==> src/rtl/cursor_controls_pkg.sv <==
// Shared game definitions for the battleship board.
//   GRID_SIZE    : board edge length in cells (board is GRID_SIZE x GRID_SIZE)
//   MAX_SHIP_LEN : longest ship that can be placed
//   coord_t      : 3-bit row/column index
//   mode_e       : cursor behaviour selected from the game state inputs
//   move_e       : single decoded cursor move for the current cycle
package cursor_controls_pkg;

  localparam int unsigned GRID_SIZE    = 5;
  localparam int unsigned MAX_SHIP_LEN = 5;

  typedef logic [2:0] coord_t;

  typedef enum logic [1:0] {
    ModeIdle  = 2'd0,
    ModeFire  = 2'd1,
    ModePlace = 2'd2
  } mode_e;

  typedef enum logic [2:0] {
    MoveNone  = 3'd0,
    MoveUp    = 3'd1,
    MoveDown  = 3'd2,
    MoveLeft  = 3'd3,
    MoveRight = 3'd4
  } move_e;

  // Saturate a 4-bit value at an upper limit.
  function automatic logic [3:0] sat_hi(input logic [3:0] val, input logic [3:0] lim);
    return (val > lim) ? lim : val;
  endfunction

  // Decrement with a floor at zero.
  function automatic logic [3:0] dec_sat(input logic [3:0] val);
    return (val == 4'd0) ? 4'd0 : val - 4'd1;
  endfunction

  // Increment with a ceiling at lim.
  function automatic logic [3:0] inc_sat(input logic [3:0] val, input logic [3:0] lim);
    return (val >= lim) ? lim : val + 4'd1;
  endfunction

endpackage

==> src/rtl/cursor_controls_button_edge.sv <==
// Button conditioning for one active-low push button.
//   clk    : system clock
//   rst    : asynchronous active-low reset
//   button : raw active-low button level (asynchronous to clk)
//   press  : one-cycle pulse on each synchronized high-to-low transition
// Every register resets to 1 (released), so leaving reset never looks like a press.
module button_edge #(
  parameter int unsigned SYNC_STAGES = 2
) (
  input  logic clk,
  input  logic rst,
  input  logic button,
  output logic press
);

  logic [SYNC_STAGES-1:0] sync_q;
  logic                   prev_q;

  always_ff @(posedge clk or negedge rst) begin
    if (!rst) begin
      sync_q <= '1;
      prev_q <= 1'b1;
    end else begin
      sync_q[0] <= button;
      for (int k = 1; k < int'(SYNC_STAGES); k++) begin
        sync_q[k] <= sync_q[k-1];
      end
      prev_q <= sync_q[SYNC_STAGES-1];
    end
  end

  // Falling edge of the synchronized level; high for exactly one cycle per press.
  assign press = prev_q & ~sync_q[SYNC_STAGES-1];

endmodule

==> src/rtl/cursor_controls.sv <==
// Cursor-movement controller for the battleship board.
//   clk, rst                    : system clock, asynchronous active-low reset
//   i_actual, j_actual          : current cursor row / column
//   colocation_ships_State      : ship-placement phase (wins over firing)
//   player_turn_State           : player-firing phase
//   player_ships_input_internal : length of the ship being placed
//   move_up/down/left/right     : active-low push buttons
//   i_next, j_next              : registered next cursor row / column
// In placement mode the ship lies horizontally on columns j..j+S-1, so the column limit
// shrinks with the ship length. In idle mode button presses are dropped.
module cursor_controls #(
  parameter int unsigned GRID_SIZE   = cursor_controls_pkg::GRID_SIZE,
  parameter int unsigned SYNC_STAGES = 2
) (
  input  logic       clk,
  input  logic       rst,
  input  logic [2:0] i_actual,
  input  logic [2:0] j_actual,
  input  logic       colocation_ships_State,
  input  logic       player_turn_State,
  input  logic [2:0] player_ships_input_internal,
  input  logic       move_up,
  input  logic       move_down,
  input  logic       move_left,
  input  logic       move_right,
  output logic [2:0] i_next,
  output logic [2:0] j_next
);

  import cursor_controls_pkg::*;

  localparam logic [3:0] Grid4 = 4'(GRID_SIZE);
  localparam logic [3:0] Imax4 = 4'(GRID_SIZE - 1);

  // Button conditioning
  logic press_up, press_down, press_left, press_right;

  button_edge #(
    .SYNC_STAGES(SYNC_STAGES)
  ) u_edge_up (
    .clk   (clk),
    .rst   (rst),
    .button(move_up),
    .press (press_up)
  );

  button_edge #(
    .SYNC_STAGES(SYNC_STAGES)
  ) u_edge_down (
    .clk   (clk),
    .rst   (rst),
    .button(move_down),
    .press (press_down)
  );

  button_edge #(
    .SYNC_STAGES(SYNC_STAGES)
  ) u_edge_left (
    .clk   (clk),
    .rst   (rst),
    .button(move_left),
    .press (press_left)
  );

  button_edge #(
    .SYNC_STAGES(SYNC_STAGES)
  ) u_edge_right (
    .clk   (clk),
    .rst   (rst),
    .button(move_right),
    .press (press_right)
  );

  // Mode selection: placement has priority over firing.
  mode_e mode;

  always_comb begin
    mode = ModeIdle;
    if (colocation_ships_State) begin
      mode = ModePlace;
    end else if (player_turn_State) begin
      mode = ModeFire;
    end
  end

  // Ship length clamped to 1..GRID_SIZE.
  logic [3:0] size_raw;
  logic [3:0] ship_len;

  always_comb begin
    size_raw = {1'b0, player_ships_input_internal};
    ship_len = size_raw;
    if (size_raw == 4'd0) begin
      ship_len = 4'd1;
    end else if (size_raw > Grid4) begin
      ship_len = Grid4;
    end
  end

  // Limits and base cell, all 4 bits wide so decrements never wrap.
  logic [3:0] jmax;
  logic [3:0] i_base;
  logic [3:0] j_base;

  always_comb begin
    jmax   = (mode == ModePlace) ? (Grid4 - ship_len) : Imax4;
    i_base = sat_hi({1'b0, i_actual}, Imax4);
    j_base = sat_hi({1'b0, j_actual}, jmax);
  end

  // One move per cycle, up > down > left > right; nothing moves in idle mode.
  move_e move;

  always_comb begin
    move = MoveNone;
    if (mode != ModeIdle) begin
      if (press_up) begin
        move = MoveUp;
      end else if (press_down) begin
        move = MoveDown;
      end else if (press_left) begin
        move = MoveLeft;
      end else if (press_right) begin
        move = MoveRight;
      end
    end
  end

  logic [3:0] i_d;
  logic [3:0] j_d;

  always_comb begin
    i_d = i_base;
    j_d = j_base;
    unique case (move)
      MoveUp:    i_d = dec_sat(i_base);
      MoveDown:  i_d = inc_sat(i_base, Imax4);
      MoveLeft:  j_d = dec_sat(j_base);
      MoveRight: j_d = inc_sat(j_base, jmax);
      default:   ;
    endcase
  end

  always_ff @(posedge clk or negedge rst) begin
    if (!rst) begin
      i_next <= '0;
      j_next <= '0;
    end else begin
      i_next <= i_d[2:0];
      j_next <= j_d[2:0];
    end
  end

endmodule

==> config.mk <==
export PLATFORM = sky130hd
export DESIGN_NAME = cursor_controls
export DESIGN_NICKNAME = d
export VERILOG_FILES = /design/src/rtl/cursor_controls_pkg.sv /design/src/rtl/cursor_controls_button_edge.sv /design/src/rtl/cursor_controls.sv
export SDC_FILE = /design/constraint.sdc
export NUM_CORES = 1
export LEC_CHECK = 0
export BUFFER_PORTS_ARGS = -buffer_cell sky130_fd_sc_hd__buf_4
export CAP_MARGIN = 20
export CELL_PAD_IN_SITES_DETAIL_PLACEMENT = 0
export CELL_PAD_IN_SITES_GLOBAL_PLACEMENT = 1
export CORE_MARGIN = 2
export CORE_UTILIZATION = 35
export DETAILED_ROUTE_END_ITERATION = 10
export PLACE_DENSITY_LB_ADDON = 0.1
export REMOVE_ABC_BUFFERS = 1
export SLEW_MARGIN = 20
export SYNTH_ARGS = -nofsm -noshare
export SYNTH_HDL_FRONTEND = slang
export SYNTH_HIERARCHICAL = 1
export SYNTH_SLANG_ARGS = --single-unit
==> constraint.sdc <==
create_clock -name clk -period 2.04 [get_ports clk]
set_input_delay 0.204 -clock clk [delete_from_list [all_inputs] [get_ports clk]]
set_output_delay 0.204 -clock clk [all_outputs]
set_load 0.005 [all_outputs]
==> Word-level counts from Yosys, hierarchy flattened <==
Index checks and enable logic that the tools add are counted.
{ "totals": {"ff_bits": 18, "input_bits": 17, "output_inout_bits": 6} }
{ "op_classes": {"addsub": 5, "bitwise_logic": 8, "order_cmp": 5, "eq_ne": 5, "mux": 18, "reduce_logical": 4} }
{ "ops": {"columns": ["cell", "n"], "rows": [
  ["$mux W3", 12],
  ["$pmux W3 S2", 2],
  ["$logic_not A4 Y1", 2],
  ["$mux W4", 2],
  ["$add A3 B1 Y3 const B", 2],
  ["$eq A3 B2 Y1 const B", 2],
  ["$gt A3 B3 Y1 const B", 2],
  ["$sub A3 B1 Y3 const B", 2],
  ["$and A1 B1 Y1", 4],
  ["$ge A4 B4 Y1", 1],
  ["$gt A3 B4 Y1", 1],
  ["$not A1 Y1", 4],
  ["$sub A3 B4 Y4 const A", 1],
  ["$eq A3 B1 Y1 const B", 1],
  ["$eq A3 B3 Y1 const B", 1],
  ["$ge A3 B3 Y1 const B", 1],
  ["$logic_not A3 Y1", 1],
  ["$eq A2 B2 Y1 const B", 1],
  ["$mux W2", 1],
  ["$reduce_bool A2 Y1", 1],
  ["$mux W1", 1]
]} }

==> Logic depth before layout (Yosys ltp) <==
{ "depth": {"word_depth": 10, "ltp_mapped": 16, "ltp_nobuf": 16} }

==> Cells and area by module <==
Netlist, hierarchy kept.
{ "by_module_without_submodules": {"columns": ["module", "area_each_um2", "instances", "seq_area_each_um2", "cells_per_inst"], "rows": [
  ["cursor_controls", 704.4, 1, 150.1, 86],
  ["button_edge", 92.6, 4, 78.8, 4]
]} }

==> Worst setup path after synthesis <==
Ideal clock, no wire load.
{ "synth_path": {"kind": "in2reg", "from": "in player_ships_input_internal[1]", "to": "reg j_next[2]", "cell_stages": 13, "t_arrival_ns": 2.912, "setup_ns": 0.158, "setup_slack_ns": -1.030, "required_ns": 1.882, "path_cell_list": "xnor2_1 > nor3b_1 > ha_1 > nand3_1 > o21ai_0 > a211o_1 > mux2_2 > ha_1 > o21ai_0 > a221oi_1 > o21ai_0 > nand3_1 > o311ai_0"} }
{ "synth_between": {"elab_chain_cells": 10} }
{ "synth_lines": {"columns": ["item", "line", "text"], "rows": [
  ["start, declared", "cursor_controls.sv:21", "input logic [2:0] player_ships_input_internal,"],
  ["$gt A3 B3 Y1", "cursor_controls.sv:95", "end else if (size_raw > Grid4) begin"],
  ["$mux W3", "cursor_controls.sv:95", null],
  ["$mux W3 *", "cursor_controls.sv:93", "if (size_raw == 4'd0) begin"],
  ["$sub A3 B4 Y4 *", "cursor_controls.sv:106", "jmax = (mode == ModePlace) ? (Grid4 - ship_len) : Imax4;"],
  ["$mux W4 *", "cursor_controls.sv:106", null],
  ["$gt A3 B4 Y1", "cursor_controls_pkg.sv:30", "return (val > lim) ? lim : val;"],
  ["$mux W4", "cursor_controls_pkg.sv:30", null],
  ["$ge A4 B4 Y1 (tied with other cells)", "cursor_controls_pkg.sv:40", "return (val >= lim) ? lim : val + 4'd1;"],
  ["$mux W3, on equally long branches", "cursor_controls_pkg.sv:40, cursor_controls_pkg.sv:35", null],
  ["$pmux W3 S2 *", "cursor_controls.sv:135", "unique case (move)"],
  ["named net j_d[2]", "cursor_controls.sv:130", "logic [3:0] j_d;"],
  ["end signal, assigned", "cursor_controls.sv:150", "j_next <= j_d[2:0];"],
  ["end, declared", "cursor_controls.sv:27", "output logic [2:0] j_next"]
]} }
The timed path passes the listed nets; every way through them passes the cells marked *.

==> Final worst setup path <==
{ "layout_path": {"from": "in player_ships_input_internal[2]", "to": "reg j_next[2]"} }
The elaborated chain is that of the path after synthesis.

==> results.ini <==
[status]
status = complete, but fails checks
violations = negative setup slack

[logic_synthesis]
synth_cells = 102
yosysUniqueCellTypes = 33
syn-cell-area_sq_um = 1070
synthMostInstantiatedCell = ha_1
synth_top_area_frac = 0.293
synthTopCellsByArea = dfstp_2 29%, ha_1 16%, dfrtp_1 14%, nor2b_4 5.1%, inv_1 4.5%
synthFlopType = dfstp_2
yosysSeqAreaShare = 0.433
synth_warnings = 6
ys_top_cells_by_count = 14 x ha_1, 13 x inv_1, 12 x dfstp_2
synthArstFlopShare = 1.00
avgSynthCellArea_sq_um = 10.5
synth_edf_count = 0
yosys.area.top_type = dfstp_2
yosys_register_bits = 18

[hold_path]
min_path_type = input port to flop
hold_start = i_actual[2]
min_path_cells = 2
min_to = i_next[0]$_DFF_PN0_

[detailed_routing]
vias = 933
drtAntennaViolNets = 0
drtIter0Drc = 6
viasPerCell = 4.88
dr.pass1.iters = 4
wl_per_cell_um = 12.6
drc_errors = 0
routed_wl_mm = 2.40

[setup_path]
r2r-end = j_next[0]$_DFF_PN0_
worstPathArrival_ns = 2.81
r2r_start = u_edge_down/sync_q[1]$_DFF_PN1_
end_kind = flop
cp_data_required_time_ns = 2.21
critPathLaunchType = input port
cp_top_family = compound AO/OA/AOI/OAI gates
cp_slowest_stage_delay_ns = 0.35
regToRegSetupSlack_ns = 0.38
crit_chain = buf_12, buf_4, ha_4, nand2_4, inv_4, ha_4, nand3_2, o21ai_1, a211o_1, mux2_4, ha_4, o21ai_2, a221oi_4, buf_4, o21ai_1, nand3_1, o311ai_1
path_common_cell = ha_4
critPathKind = input port to flop
worst-path-max-fanout = 3
worst-path-buf-inv = 4
cp_slowest_cell = mux2_4
rr_worst_depth = 6

[die]
chipWidth_um = 59.4
fp-row-count = 20
die_y_um = 59.4
die-area_sq_um = 3530
io_pins = 23
core_sq_um = 2980
start_util = 0.361

[sta]
maxSlewHeadroom = 0.769
worst_slack_ns = -0.600
slew_viol_final = 0
rsz0062_at_grt = true
setup_viol = 3
post-route-period-util = 1.29
hold_viol = 0
fmax_mhz = 379
worstMarginPinSlew_ns = 0.344
layout_min_cycle_time_ns = 2.64
clock_skew_ns = 0.00259
setup_tns_ns = -1.73

[global_route]
grt_max_degree = 19
grt_antenna_before_repair = 0
grt_pass1_wl_mm = 3.51
overflow = 0
track_usage = 0.132
grt_pass1_vias = 848

[placed_design]
placed_cells_incl_taps = 170
io_buffers = 22
gp_congestion = 0.734
dpl.hpwl_mm = 1.55
pre_cts_ws_ns = -1.14

[final_layout]
n_antenna_cell = 0
area_growth_pct = 61.4
fin_cells = 191
drive_gt1_frac = 0.576
fillCellCount = 260
nets = 190

[cts]
clk_pin_slew_ns = 0.09
htreeDepth = 1
cts_sinks = 18
clk_latency_ns = 0.29
clockBufferDepth = 2
cts_tree = yes
cts_made_buffers = 3
cts-root-buf = clkbuf_4

[flow_run]
drv_cap = 0

[power]
p_per_area_nw_per_um2 = 578
ir_worst_vdd_uv = 347
total_power_mw = 1.00
leakage_nw = 0.821

-- worst max-delay path by stage --
| stage | start | endpoint | slack (ns) | cells past startpoint |
|---|---|---|---|---|
| floorplan | player_ships_input_internal[1] | j_next[2]$_DFF_PN0_ | -1.03 | 13 |
| global placement | player_ships_input_internal[1] | j_next[1]$_DFF_PN0_ | -1.10 | 16 |
| detailed placement | player_ships_input_internal[1] | j_next[1]$_DFF_PN0_ | -1.14 | 16 |
| CTS | player_ships_input_internal[1] | j_next[0]$_DFF_PN0_ | -0.73 | 17 |
| global route | player_ships_input_internal[2] | j_next[1]$_DFF_PN0_ | -0.70 | 13 |
| finish | player_ships_input_internal[2] | j_next[2]$_DFF_PN0_ | -0.60 | 17 |
-- cells in the final DEF, fill, tap and decap left out, drive strengths merged, types with 2 or more instances in the layout --
cell          n
nor2b         5
inv          14
a32oi         2
o21ai         5
o221ai        2
dfrtp         6
clkbuf        4
nand3         3
nor2          7
dlygate4sd3   5
buf          49
ha           14
nand2         8
and2          2
mux2i         3
dfstp        12
mux2          2
o22ai         2
-- through the flow --
step | instance area (sq um) | hold WS [ns] | utilization
finish | 1730 | 0.152 | 0.582
global route | 1730 | 0.135 | 0.582
CTS | 1600 | 0.00337 | 0.538
detailed placement | 1390 | 0.0787 | 0.466
global placement | 1390 | 0.0762 | 0.466
floorplan | 1070 | -0.0916 | -
-- sequential cells by signal, summed over array words and instances (netlist names) --
signal,cells
u_edge_left/prev_q,1
u_edge_left/sync_q,2
u_edge_up/prev_q,1
u_edge_right/prev_q,1
i_next,3
u_edge_down/prev_q,1
u_edge_right/sync_q,2
u_edge_up/sync_q,2
j_next,3
u_edge_down/sync_q,2
-- cell type report --
cell class	count	area, sq um	area share
tap	33	41.3	0.0238
inverter	14	55.1	0.0317
sequential	18	465	0.268
clock buffer	4	36.3	0.0209
multi-input combinational	68	702	0.405
timing repair buffer	54	434	0.250
-- kinds of logic (layout without fill, tap and decap cells) --
kind of cell	count (synthesis)	count (layout)	synth area share
simple gates	30	30	0.169
compound gates	18	18	0.119
flops	18	18	0.433
buf+inv	16	72	0.0559
fa+ha+maj	14	14	0.163
mux	5	5	0.0524
xor+xnor	1	1	0.00815
-- layer usage --
layer	routed length, um	vias to the layer above	GRT usage
li1	-	464	-
met5	0	-	0
met3	60	2	0.0371
met1	1070	452	0.159
met4	16	0	0.0422
met2	1260	15	0.226
-- power by group --
group | switching [mW] | internal [mW]
Combinational | 0.160 | 0.224
Sequential | 0.0116 | 0.395
Clock | 0.102 | 0.109
Total | 0.274 | 0.728
-- repair_timing --
action,in CTS,in global routing
buffers inserted,12,4
setup endpoints to repair,3,3
pin swaps,11,13
hold endpoints to repair,18,4
resized for setup,19,15
hold buffers,1,4
No activity file was read; power rests on OpenSTA's default activity.
